### src/rtl/matmul_pkg.sv
// Shared types and constants for the memory-bank / systolic-MAC datapath.
package matmul_pkg;

  localparam int DATA_W_DEF = 4;
  localparam int ACC_W_DEF  = 2 * DATA_W_DEF + 2;
  localparam int MAX_DIM    = 3;
  localparam int N_ELEM     = MAX_DIM * MAX_DIM;

  typedef enum logic [2:0] {
    IDLE,
    CAPTURE,
    STREAM,
    FINISH,
    WAIT_LOW
  } state_t;

  function automatic logic [3:0] idx(
    input logic [1:0] r,
    input logic [1:0] c
  );
    return 4'(r) * 4'(MAX_DIM) + 4'(c);
  endfunction

endpackage

### src/rtl/result_index_ctr.sv
// Row-major 2D index counter with wrap-around and last-element detect.
// Shared by the result unloader and the upstream input loader.
module result_index_ctr (
  input  logic       clk,
  input  logic       rst,
  input  logic       clr,
  input  logic       en,
  input  logic [1:0] rows,
  input  logic [1:0] cols,
  output logic [1:0] r,
  output logic [1:0] c,
  output logic       last
);

  logic c_end;
  logic r_end;

  assign c_end = (c == cols - 2'd1);
  assign r_end = (r == rows - 2'd1);
  assign last  = c_end && r_end;

  always_ff @(posedge clk) begin
    if (rst || clr) begin
      r <= 2'd0;
      c <= 2'd0;
    end else if (en) begin
      if (c_end) begin
        c <= 2'd0;
        r <= r_end ? 2'd0 : r + 2'd1;
      end else begin
        c <= c + 2'd1;
      end
    end
  end

endmodule

### src/rtl/result_unloader.sv
// Snapshots the MAC accumulators and streams rows x cols results out.
// Optional RESULT_SAT_EN: saturate to OUT_W and add sticky sat_flag.
module result_unloader
  import matmul_pkg::*;
#(
  parameter int DATA_W = DATA_W_DEF,
  parameter int ACC_W  = 2 * DATA_W + 2,
  parameter int OUT_W  = ACC_W
) (
  input  logic               clk,
  input  logic               rst,
  input  logic               unload_res,
  input  logic [9*ACC_W-1:0] mac_res,
  input  logic [1:0]         row_w,
  input  logic [1:0]         col_x,
  input  logic               res_ready,
  output logic               res_valid,
  output logic [OUT_W-1:0]   res_data,
  output logic [1:0]         res_row,
  output logic [1:0]         res_col,
  output logic               res_last,
  output logic               busy,
  output logic               done
`ifdef RESULT_SAT_EN
  ,
  output logic               sat_flag
`endif
);

  state_t state;
  state_t state_n;
  logic   unload_q;

  logic [N_ELEM-1:0][ACC_W-1:0] rbuf;
  logic [1:0]       rows;
  logic [1:0]       cols;
  logic [1:0]       r;
  logic [1:0]       c;
  logic             last;
  logic             xfer;
  logic [ACC_W-1:0] acc;
  logic [OUT_W-1:0] data;
  logic             ovf;

  assign xfer = res_valid && res_ready;
  assign acc  = rbuf[idx(r, c)];

  result_index_ctr u_ctr (
    .clk  (clk),
    .rst  (rst),
    .clr  (state == CAPTURE),
    .en   (xfer),
    .rows (rows),
    .cols (cols),
    .r    (r),
    .c    (c),
    .last (last)
  );

  generate
    if (OUT_W < ACC_W) begin : g_ovf
      assign ovf = |acc[ACC_W-1:OUT_W];
    end else begin : g_noovf
      assign ovf = 1'b0;
    end
  endgenerate

`ifdef RESULT_SAT_EN
  assign data = ovf ? '1 : acc[OUT_W-1:0];

  always_ff @(posedge clk) begin
    if (rst || state == CAPTURE) begin
      sat_flag <= 1'b0;
    end else if (xfer && ovf) begin
      sat_flag <= 1'b1;
    end
  end
`else
  logic unused_hi;
  assign unused_hi = ovf;
  assign data = acc[OUT_W-1:0];
`endif

  always_ff @(posedge clk) begin
    if (rst) begin
      state    <= IDLE;
      unload_q <= 1'b0;
      rbuf     <= '0;
      rows     <= 2'd0;
      cols     <= 2'd0;
    end else begin
      state    <= state_n;
      unload_q <= unload_res;
      if (state == CAPTURE) begin
        rbuf <= mac_res;
        rows <= row_w;
        cols <= col_x;
      end
    end
  end

  // Decision in CAPTURE uses the dims being latched on this same edge.
  always_comb begin
    state_n   = state;
    res_valid = 1'b0;
    res_data  = '0;
    res_row   = 2'd0;
    res_col   = 2'd0;
    res_last  = 1'b0;
    busy      = 1'b0;
    done      = 1'b0;
    unique case (state)
      IDLE: begin
        if (unload_res && !unload_q) state_n = CAPTURE;
      end
      CAPTURE: begin
        busy = 1'b1;
        if (row_w == 2'd0 || col_x == 2'd0) state_n = FINISH;
        else                                state_n = STREAM;
      end
      STREAM: begin
        busy      = 1'b1;
        res_valid = 1'b1;
        res_data  = data;
        res_row   = r;
        res_col   = c;
        res_last  = last;
        if (res_ready && last) state_n = FINISH;
      end
      FINISH: begin
        done    = 1'b1;
        state_n = WAIT_LOW;
      end
      WAIT_LOW: begin
        if (!unload_res) state_n = IDLE;
      end
      default: state_n = IDLE;
    endcase
  end

endmodule

### config.mk
export PLATFORM = sky130hd
export DESIGN_NAME = result_unloader
export DESIGN_NICKNAME = d
export VERILOG_FILES = /design/src/rtl/matmul_pkg.sv /design/src/rtl/result_index_ctr.sv /design/src/rtl/result_unloader.sv
export SDC_FILE = /design/constraint.sdc
export NUM_CORES = 1
export LEC_CHECK = 0
export ABC_AREA = 1
export BUFFER_PORTS_ARGS = -buffer_cell sky130_fd_sc_hd__buf_2
export CAP_MARGIN = 40
export CORE_ASPECT_RATIO = 0.6
export CORE_MARGIN = 1.5
export CORE_UTILIZATION = 35
export DETAILED_ROUTE_END_ITERATION = 8
export PLACE_DENSITY = 0.67
export SYNTH_ARGS = -nofsm -noshare
export SYNTH_HDL_FRONTEND = slang
export SYNTH_SLANG_ARGS = --single-unit
### constraint.sdc
create_clock -name clk -period 3.25 [get_ports clk]
set_input_delay 0.65 -clock clk [delete_from_list [all_inputs] [get_ports clk]]
set_output_delay 0.65 -clock clk [all_outputs]
set_load 0.01 [all_outputs]
==> metrics.md <==
| Metric | Value |
|---|---|
| Status | complete, but fails checks |
| Failing checks | setup timing |
| Combinational power share | 0.361 |
| Seq pwr share | 0.415 |
| Initial antenna violation count | 0 |
| Clock sinks | 102 |
| Fmax | 282 MHz |
| Clk network pwr share | 0.225 |
| Initial Utilization | 0.361 |
| Static leakage | 2.73 nW |
| Post-DRT Antenna Nets | 0 |
| Multiplexer area fraction after synthesis | 0 |
| Global placement routability congestion | 0.892 |
| Hold Path Depth | 2 |
| Area of the core | 12900 sq um |
| Fin Hold WS | 0.460 ns |
| H-tree depth | 3 |
| Nets | 897 |
| Synth Area in XOR/XNOR | 0.00187 |
| Cell Rows | 32 |
| Grt ovf | 0 |
| Vias in the first global route | 4417 |
| Post-layout util | 0.447 |
| Yosys warnings | 0 |
| TNS Setup | -2.42 ns |
| Cell count of the worst reg-to-reg path | 6 |
| Switching Power | 1.96 mW |
| Fin worst setup slack | -0.298 ns |
| Number of I/O port buffers | 115 |
| CP startpoint kind | flop |
| Via count | 4781 |
| Crit end category | output pin |
| Largest net degree at the start of global routing | 84 |
| Synth Instances | 691 |
| Seq cells post-synth | around 100 |
| RSZ-0062 raised after global routing | yes |
| Multi-input gate area | about 2300 sq um |
| DIE AREA | between 10000 and 15000 sq um |
| Final std cell area, no fill | 5780 sq um |
| Commonest cells after routing, fill and taps aside | 180 x nor2_1, 115 x buf_2, 100 x dfxtp_1 |
| Max-cap viol count | 0 |
| Routed WL | 14600 um |
| Die span in x | 152 um |
| Reg2reg start | state[0] |
| Synth Area in Compound Gates | 0.143 |
| CP max-delay cell | fa_1 |
| DR vias/cell | 4.93 |
| Worst-margin pin slew | roughly 0.88 ns |
| Fin. Hold Viols | 0 |
| VDD IR-drop max | around 410 uV |
| Max FO, Critical Path | 5 |
| Clk_lat worst skew | 0.35 ns |
| Post-synthesis simple-gate area fraction | 0.322 |
| Beginning of the worst hold path | rbuf[82] |
| Largest family of logic cells by synthesized area | simple AND/OR/NAND/NOR gates |
| Clk root buf | clkbuf_16 |
| DR WL/cell | 15.0 um |
| All-Layer GR Usage | 0.212 |
| Crit Path Category | reg -> out |
| Sequential Area | 2040 sq um |
| Adder-Cell Fraction of Synth Area | 0.0166 |
| Rel. slew slack | 0.413 |
| Fillers | 1374 |
| PwrDens | between 800 and 900 nW/um^2 |
| CTS Buffer Depth | 2 |
| Post-synthesis cell type count | 24 |
| Setup violators final | 10 |
| Mapped Area | 4670 sq um |
| Seq/Total Area, Yosys | 0.437 |
| Final worst-path cycle share | 1.09 |
| Syn Area/Cell | 6.76 sq um |
| Drt drc | 0 |
| Worst path required time | between 2 and 3 ns |
| Fin Clk Skew | approximately 0.0070 ns |
| First-pass GRT wire length | 23300 um |
| DRT Pass-1 Iters | 5 |
| Critical Path Max Stage Delay | roughly 0.52 ns |
| Final min period | 3.55 ns |
| Internal power | 2.97 mW |
| Detailed Route Iter0 Violations | 374 |
| Worst path arrival time | 2.90 ns |
| Max Slew Vio Count | 0 |
| TritonCTS clock tree | done |
| Hold WC Path Type | reg -> reg |
| Worst R2R End | u_ctr.r[1] |
| Hold path endpoint | rbuf[82] |
| CTS Buf Count | 9 |
| Sw Share | 0.398 |
| ANT cells | 0 |
| Most common cell after layout, fill and taps aside | nor2_1 |
| Area of placed instances | 5390 sq um |
| Mapped Nets | slightly below 800 |
| Area delta synth->final | 23.8% |
| I/O Pins | 116 |
| HPWL reported at the end of detailed placement | 10500 um |
| Cell breakdown of the critical path | inv_2 -> fa_1 -> inv_1 -> ha_1 -> inv_1 -> fa_1 -> nand2_2 -> a21oi_4 -> o21ai_4 -> nand3b_1 -> a21oi_1 -> buf_2 |
| Clock transition at path regs | 0.07 ns |
| Worst R2R Setup Slack | 1.38 ns |
| Layout cells sized above 1 | 0.217 |
| Die Ht | a little over 90 um |
## synth_stat cells
master / count / area share
nor2_1: 180 / 0.14
dfxtp_1: 102 / 0.44
nand2_1: 95 / 0.076
nand3_1: 82 / 0.088
o21ai_1: 72 / 0.077
o21ai_0: 37 / 0.040
inv_1: 36 / 0.029
clkbuf_1: 21 / 0.017
a21oi_1: 19 / 0.020
buf_2: 18 / 0.019
inv_2: 6 / 0.0048
buf_4: 3 / 0.0048
ha_1: 3 / 0.0080
buf_1: 2 / 0.0016
fa_1: 2 / 0.0086
nor3_1: 2 / 0.0021
nor3_4: 2 / 0.0070
o211ai_1: 2 / 0.0032
o22ai_1: 2 / 0.0027
buf_6: 1 / 0.0024
clkinv_1: 1 / 0.00080
nand3b_1: 1 / 0.0016
nor2_4: 1 / 0.0024
xor2_1: 1 / 0.0019
## power by group through the flow
stage | Clock [mW] | Sequential [mW] | Combinational [mW]
floorplan | 0 | 1.97 | 1.31
global placement | 0 | 2.04 | 1.73
detailed placement | 0 | 2.05 | 1.72
CTS | 1.13 | 2.03 | 1.75
global route | 1.18 | 2.09 | 2.02
finish | 1.11 | 2.04 | 1.78
## metal layers
metal / routed length, um / GRT usage / vias up
met5: 0 / 0 / -
met4: 203 / 0.0615 / 0
met3: 969 / 0.0454 / 19
met2: 5290 / 0.270 / 156
met1: 8090 / 0.341 / 2160
li1: - / - / 2446
## cells by family after synthesis
logic type | count (synthesis)
buffers and inverters | 88
AOI/OAI and AO/OA | 132
xor gates and xnor gates | 1
and+or+nand+nor | 363
DFF | 102
adders and majority gates | 5
## per-stage QoR
stage          instances  worst slack, ns  power, mW
2_1_floorplan        691            0.200       3.28
3_3_place_gp         950           0.0567       3.77
3_5_place_dp         950           0.0217       3.77
4_1_cts              969           -0.250       4.91
5_1_grt              969           -0.449       5.29
6_report             969           -0.298       4.93
## worst max-delay path by stage
stage               cells after the start  startpoint  slack [ns]           to
floorplan                              11  u_ctr.r[0]        0.20  res_data[8]
global placement                       12  u_ctr.c[1]        0.06  res_data[8]
detailed placement                     12  u_ctr.c[1]        0.02  res_data[8]
CTS                                    12  u_ctr.r[1]       -0.25  res_data[8]
global route                           13  u_ctr.r[1]       -0.45  res_data[3]
finish                                 12  u_ctr.r[1]       -0.30  res_data[8]
## repair_timing
action	CTS	global route
buffers inserted	2	0
gates resized for setup	12	15
hold buffers	0	0
pin swaps	3	4
cloned	1	0
setup endpoints to repair	10	10
## registers in the layout, indices dropped and copies added (netlist names)
| signal | count |
|---|---|
| u_ctr.r | 2 |
| u_ctr.c | 2 |
| rows | 2 |
| state | 3 |
| cols | 2 |
| rbuf | 90 |
| unload_q | 1 |
## cell type report
cell class	count	area share
Clock inverter	3	0.00736
Multi-Input combinational cell	502	0.402
Tap cell	170	0.0368
Timing Repair Buffer	136	0.127
Inverter	43	0.0283
Clock buffer	13	0.0450
Sequential cell	102	0.354
## worst max-delay path, delay by kind of cell, from the launching register on
| kind | cells | cell delay [ns] |
|---|---|---|
| buffers and inverters | 4 | 0.33 |
| and+or+nand+nor | 2 | 0.26 |
| DFF | 1 | 0.34 |
| AOI/OAI and AO/OA | 3 | 0.46 |
| adders and majority gates | 3 | 1.17 |
(Power assumes the default switching activity.)
